File: config.mk
export PLATFORM = sky130hd
export DESIGN_NAME = psum_collector
export DESIGN_NICKNAME = d
export VERILOG_FILES = /design/src/rtl/psum_collector_pkg.sv /design/src/rtl/psum_sat_add.sv /design/src/rtl/psum_collector.sv
export SDC_FILE = /design/constraint.sdc
export NUM_CORES = 1
export LEC_CHECK = 0
export ABC_AREA = 0
export CAP_MARGIN = 5
export CORE_UTILIZATION = 35
export DETAILED_ROUTE_END_ITERATION = 10
export PLACE_DENSITY = 0.56
export SYNTH_ARGS = -nofsm -noshare
export SYNTH_HDL_FRONTEND = slang
export SYNTH_SLANG_ARGS = --single-unit
File: constraint.sdc
create_clock -name i_clk -period 3.1 [get_ports i_clk]
set_clock_uncertainty 0.15 [all_clocks]
set_input_delay 0.775 -clock i_clk [delete_from_list [all_inputs] [get_ports i_clk]]
set_output_delay 0.775 -clock i_clk [all_outputs]
set_load 0.005 [all_outputs]
File: src/rtl/psum_collector_pkg.sv
// Shared definitions for the PE partial-sum collector.
//   ps_state_e    : collector FSM states
//   ACCWD_DEFAULT : default accumulator / output width
//   sat_limit()   : largest or smallest signed value representable in a width
package psum_collector_pkg;

  localparam int ACCWD_DEFAULT = 20;

  typedef enum logic [1:0] {
    IDLE,
    ACCUM,
    DRAIN
  } ps_state_e;

  // Signed range limit for a two's-complement value of the given width.
  // Works for widths up to 31 bits.
  function automatic int sat_limit(input int width, input bit want_max);
    int mag;
    mag = 1 << (width - 1);
    return want_max ? (mag - 1) : -mag;
  endfunction

endpackage

File: src/rtl/psum_sat_add.sv
// One row of the partial-sum collector: a signed ACCWD-bit accumulator
// with saturating add and a sticky saturation flag.
//   i_clk, i_rst : clock, synchronous active-low reset
//   clr          : zero the accumulator and flag (takes priority over en)
//   en           : add din into the accumulator this cycle
//   din          : signed DWD-bit row sum
//   acc          : signed accumulator value
//   sat          : set once any add in this pass was clamped
module psum_sat_add
  import psum_collector_pkg::*;
#(
  parameter int DWD   = 8,
  parameter int ACCWD = ACCWD_DEFAULT
) (
  input  logic                    i_clk,
  input  logic                    i_rst,
  input  logic                    clr,
  input  logic                    en,
  input  logic signed [DWD-1:0]   din,
  output logic signed [ACCWD-1:0] acc,
  output logic                    sat
);

  localparam int MAX_I = sat_limit(ACCWD, 1'b1);
  localparam int MIN_I = sat_limit(ACCWD, 1'b0);
  localparam logic signed [ACCWD:0] ACC_MAX = (ACCWD + 1)'(MAX_I);
  localparam logic signed [ACCWD:0] ACC_MIN = (ACCWD + 1)'(MIN_I);

  logic signed [ACCWD:0]   sum_wide;
  logic signed [ACCWD-1:0] sum_clamped;
  logic                    clamp;

  // One guard bit is enough: both operands fit in ACCWD signed bits
  // (ACCWD >= DWD), so their sum cannot overflow ACCWD+1 bits.
  always_comb begin
    // NOTE: every always_comb output gets a default first so no path leaves it unassigned, which would infer a latch.
    clamp       = 1'b0;
    sum_wide    = $signed({{(ACCWD + 1 - DWD){din[DWD-1]}}, din})
                + $signed({acc[ACCWD-1], acc});
    sum_clamped = sum_wide[ACCWD-1:0];
    if (sum_wide > ACC_MAX) begin
      sum_clamped = ACC_MAX[ACCWD-1:0];
      clamp       = 1'b1;
    end else if (sum_wide < ACC_MIN) begin
      sum_clamped = ACC_MIN[ACCWD-1:0];
      clamp       = 1'b1;
    end
  end

  // NOTE: sequential state uses non-blocking assignments so every flop samples pre-edge values.
  always_ff @(posedge i_clk) begin
    if (!i_rst) begin
      acc <= '0;
      sat <= 1'b0;
    end else if (clr) begin
      acc <= '0;
      sat <= 1'b0;
    end else if (en) begin
      acc <= sum_clamped;
      sat <= sat | clamp;
    end
  end

endmodule

File: src/rtl/psum_collector.sv
// PE partial-sum collector. Accepts i_len vectors of PEROW signed row sums
// per pass, accumulates them per row with saturation, then offers the
// result downstream on a valid/ready handshake.
//   i_clk, i_rst       : clock, synchronous active-low reset
//   i_start, i_len     : begin a pass of max(i_len,1) vectors
//   i_sum_valid/o_sum_ready, i_sum   : input vector handshake
//   o_psum_valid/i_psum_ready, o_psum, o_sat : result handshake
//   o_busy             : FSM is not in IDLE
// ACCWD must be at least DWD.
module psum_collector
  import psum_collector_pkg::*;
#(
  parameter int DWD   = 8,
  parameter int PEROW = 4,
  parameter int ACCWD = ACCWD_DEFAULT,
  parameter int CNTWD = 8
) (
  input  logic                              i_clk,
  input  logic                              i_rst,
  input  logic                              i_start,
  input  logic [CNTWD-1:0]                  i_len,
  input  logic                              i_sum_valid,
  output logic                              o_sum_ready,
  input  logic [PEROW-1:0][DWD-1:0]         i_sum,
  output logic                              o_psum_valid,
  input  logic                              i_psum_ready,
  output logic [PEROW-1:0][ACCWD-1:0]       o_psum,
  output logic [PEROW-1:0]                  o_sat,
  output logic                              o_busy
);

  ps_state_e        state;
  logic [CNTWD-1:0] len_q;
  logic [CNTWD-1:0] cnt;
  logic [CNTWD-1:0] len_eff;
  logic             sum_hs;
  logic             start_ok;
  logic             last_sum;

  // A start is honoured from IDLE, or in DRAIN together with the result
  // handshake so consecutive passes run without an idle bubble.
  always_comb begin
    sum_hs   = i_sum_valid & o_sum_ready;
    start_ok = i_start & ((state == IDLE) | ((state == DRAIN) & i_psum_ready));
    len_eff  = (i_len == '0) ? CNTWD'(1) : i_len;
    last_sum = (cnt == (len_q - CNTWD'(1)));
  end

  for (genvar r = 0; r < PEROW; r++) begin : g_row
    psum_sat_add #(
      .DWD  (DWD),
      .ACCWD(ACCWD)
    ) u_add (
      .i_clk(i_clk),
      .i_rst(i_rst),
      .clr  (start_ok),
      .en   (sum_hs),
      .din  (i_sum[r]),
      .acc  (o_psum[r]),
      .sat  (o_sat[r])
    );
  end

  // Handshake outputs are registered alongside the state so they depend
  // only on the state, never combinationally on i_sum_valid.
  always_ff @(posedge i_clk) begin
    if (!i_rst) begin
      state        <= IDLE;
      len_q        <= '0;
      cnt          <= '0;
      o_sum_ready  <= 1'b0;
      o_psum_valid <= 1'b0;
      o_busy       <= 1'b0;
    end else begin
      unique case (state)
        IDLE: begin
          if (start_ok) begin
            state       <= ACCUM;
            len_q       <= len_eff;
            cnt         <= '0;
            o_sum_ready <= 1'b1;
            o_busy      <= 1'b1;
          end
        end
        ACCUM: begin
          if (sum_hs) begin
            cnt <= cnt + CNTWD'(1);
            if (last_sum) begin
              state        <= DRAIN;
              o_sum_ready  <= 1'b0;
              o_psum_valid <= 1'b1;
            end
          end
        end
        DRAIN: begin
          if (i_psum_ready) begin
            o_psum_valid <= 1'b0;
            if (start_ok) begin
              state       <= ACCUM;
              len_q       <= len_eff;
              cnt         <= '0;
              o_sum_ready <= 1'b1;
            end else begin
              state  <= IDLE;
              o_busy <= 1'b0;
            end
          end
        end
        default: begin
          state        <= IDLE;
          o_sum_ready  <= 1'b0;
          o_psum_valid <= 1'b0;
          o_busy       <= 1'b0;
        end
      endcase
    end
  end

endmodule

==> results.cfg <==
[drt]
dr_total_vias = 8928
vias_per_cell = 5.167
routed_wl_mm = 26.69
drc = 0
ant_nets = 0
drtIter0Drc = 314
drtPass1Iterations = 4
wl_per_cell_um = 15.45

[floorplanning]
die_w_um = 157.7
dieArea_sq_mm = 0.02487
die_h_um = 157.7
num_rows = 56
ioPinCount = 132
core_sq_mm = 0.02361
start_util_pct = 35.94

[timing]
maxSlewHeadroom_pct = 61.18
hold_violations = 0
hold_ws_ns = 0.3283
final_max_slew_viol_count = 0
fin_tns_setup_ns = 0
finalCritPeriodShare_pct = 98.91
max_freq_mhz = 326.1
finalSetupViolCount = 0
grt_setup_unrepaired = yes
worst_slew_pin_slew_ns = 0.5823
fin_crit_ns = 3.066

[setup_path]
reg2reg_to = g_row[2].u_add.acc[8]$_SDFFE_PP0P_
reg2reg_slack_ns = 0.10
cp-end-kind = flop
endpoint = g_row[1].u_add.acc[18]$_SDFFE_PP0P_
worst_ep_arrival_time_ns = 3.15
startpoint = i_sum[8]
critPathMaxFanout = 5
critPathKind = input pin to flop
r2r_start = g_row[2].u_add.acc[0]$_SDFFE_PP0P_
crit_required_ns = 3.18
startpoint_type = input pin
reg2regPathDepth = 13

[yosys]
ys_seq_elements = 105
yosysUniqueCellTypes = 76
synthArstFlopShare_pct = 0
yosysTopAreaCellShare_pct = 24.77
ys_top_cells_by_count = 124 x a21oi_1, 105 x dfxtp_1, 98 x o21ai_0
ys_seq_area_share_pct = 24.77
synth_area_leader_cell = dfxtp_1
synth.area.top_cells = dfxtp_1 25%, ha_1 12%, a21oi_1 7.3%
syn_avg_cell_area_sq_um = 8.043
syn_nets = 1186
synthCells = 1055
synth.most_common_cell = a21oi_1
synth_warnings = 0
synth_ff_type = dfxtp_1
synth-edff-count = 0
syn_area_sq_mm = 0.008486

[clock_network]
clockBufferDepth = 2
tritoncts = done
hold_buffers = 0
clkTransAtPathRegs_ns = 0.08
ctsRootBufferMaster = clkbuf_16
cts_sinks = 105
htreeDepth = 3
numCtsBuffers = 9
clk_latency_ns = 0.36

[global_routing]
grt_pass1_vias = 8761
antenna_found_initial = 0
grt_pass1_wl_mm = 42.99
grt_max_degree = 125
grt_usage_pct = 21.59
overflow = 0

[power_and_ir_drop]
peakVddDrop_uv = 233.4
power.leakage_nw = 5.639
power_density_mw_per_mm2 = 320.1

[job]
maxCapViolations = 0

[placed_design]
dp_hpwl_mm = 18.92
gp_congestion = 0.8782
port_buffers = 131

[worst_hold_path]
hold_class = flop to flop
whs_path_depth = 2

[final_layout]
n_antenna_cell = 0
area_delta_synth_final_pct = 58.01
utilization_pct = 56.78
drive_gt1_share_pct = 33.71
multi_input_area_sq_mm = 0.007014
final-seq-area_sq_mm = 0.002102
n_fill_cell = 2163
nNetsFinal = 1535

[run_status]
status = finished clean
## final cells by class
class                           count  area share [%]
Inverter                           41           1.148
Sequential cell                   105           15.68
Multi-Input combinational cell    855           52.31
Clock inverter                      7          0.6252
Timing Repair Buffer              392           25.58
Clock buffer                        9           1.680
Tap cell                          319           2.977
## sequential cells by signal (all words and copies together) (netlist names)
name and flops:
cnt 8, g_row.u_add.acc 80, g_row.u_add.sat 4, len_q 8
o_busy 1, o_psum_valid 1, o_sum_ready 1, state 2
## worst max-delay path: stages
cell and delay, ns:
buf_6 0.10, ha_4 0.15, inv_2 0.05, fa_2 0.21
nor2b_2 0.05, o31a_1 0.25, o31a_1 0.27, o211ai_1 0.26
nand2_1 0.16, o31ai_4 0.23, buf_6 0.14, buf_6 0.11
buf_8 0.14, maj3_2 0.19, a21oi_1 0.05
## power breakdown
part	total (mW)	switching, mW	internal, mW	leakage, nW
Sequential	1.46	0.0610	1.40	0.852
Clock	1.22	0.642	0.580	0.150
Combinational	1.61	0.761	0.849	4.64
## stage by stage
stage               setup WS (ns)  std cells  instance area (sq um)  total power, mW
floorplan                 -0.1242       1055                   8675            2.260
global placement          -0.7953       1670                  11860            2.821
detailed placement        -0.8865       1670                  11860            2.835
CTS                      -0.04815       1715                  13040            4.257
global route             -0.05011       1728                  13410            4.532
finish                    0.03368       1728                  13410            4.292
## how the worst min path moves through the flow
stage / endpoint / startpoint
floorplan: g_row[0].u_add.sat$_SDFFE_PP0P_ / g_row[0].u_add.sat$_SDFFE_PP0P_
global placement: g_row[3].u_add.sat$_SDFFE_PP0P_ / g_row[3].u_add.sat$_SDFFE_PP0P_
detailed placement: g_row[3].u_add.sat$_SDFFE_PP0P_ / g_row[3].u_add.sat$_SDFFE_PP0P_
CTS: g_row[0].u_add.sat$_SDFFE_PP0P_ / g_row[0].u_add.sat$_SDFFE_PP0P_
global route: len_q[7]$_SDFFE_PN0P_ / len_q[7]$_SDFFE_PN0P_
finish: g_row[0].u_add.sat$_SDFFE_PP0P_ / g_row[0].u_add.sat$_SDFFE_PP0P_
## kinds of logic after synthesis
| family | share of synthesized area, % |
|---|---|
| xor+xnor | 8.449 |
| simple gates | 13.74 |
| buf+inv | 4.733 |
| fa+ha+maj | 18.87 |
| flops | 24.77 |
| compound gates | 29.43 |
## layer usage
metal  part of all wire, %  routed length, um  track usage (%)  vias to the layer above
met2                    48              12770            37.49                      153
met1                    48              12720            28.30                     4201
met5                     0                  0                0                        -
met3                   3.4                896            2.518                       23
met4                   1.1                306            5.086                        0
li1                      -                  -                -                     4551
## cell usage in the layout (no fill, tap or decap), drive strengths merged, types with 27 or more instances in the layout
| cell type | count |
|---|---|
| nand2 | 72 |
| buf | 268 |
| a21o | 33 |
| a211oi | 27 |
| clkdlybuf4s50 | 100 |
| inv | 45 |
| ha | 82 |
| nor2 | 86 |
| dfxtp | 105 |
| xnor2 | 41 |
| a21oi | 126 |
| maj3 | 49 |
| xor2 | 40 |
| o21ai | 102 |
## repair_timing
item,4_1_cts,5_1_grt
gates resized for setup,173,87
endpoints found under the hold margin,0,0
endpoints found under the setup margin,84,76
buffers inserted,25,14
pin swaps,78,69
cloned,7,1
Note: power is estimated with default switching activity, not from simulation.
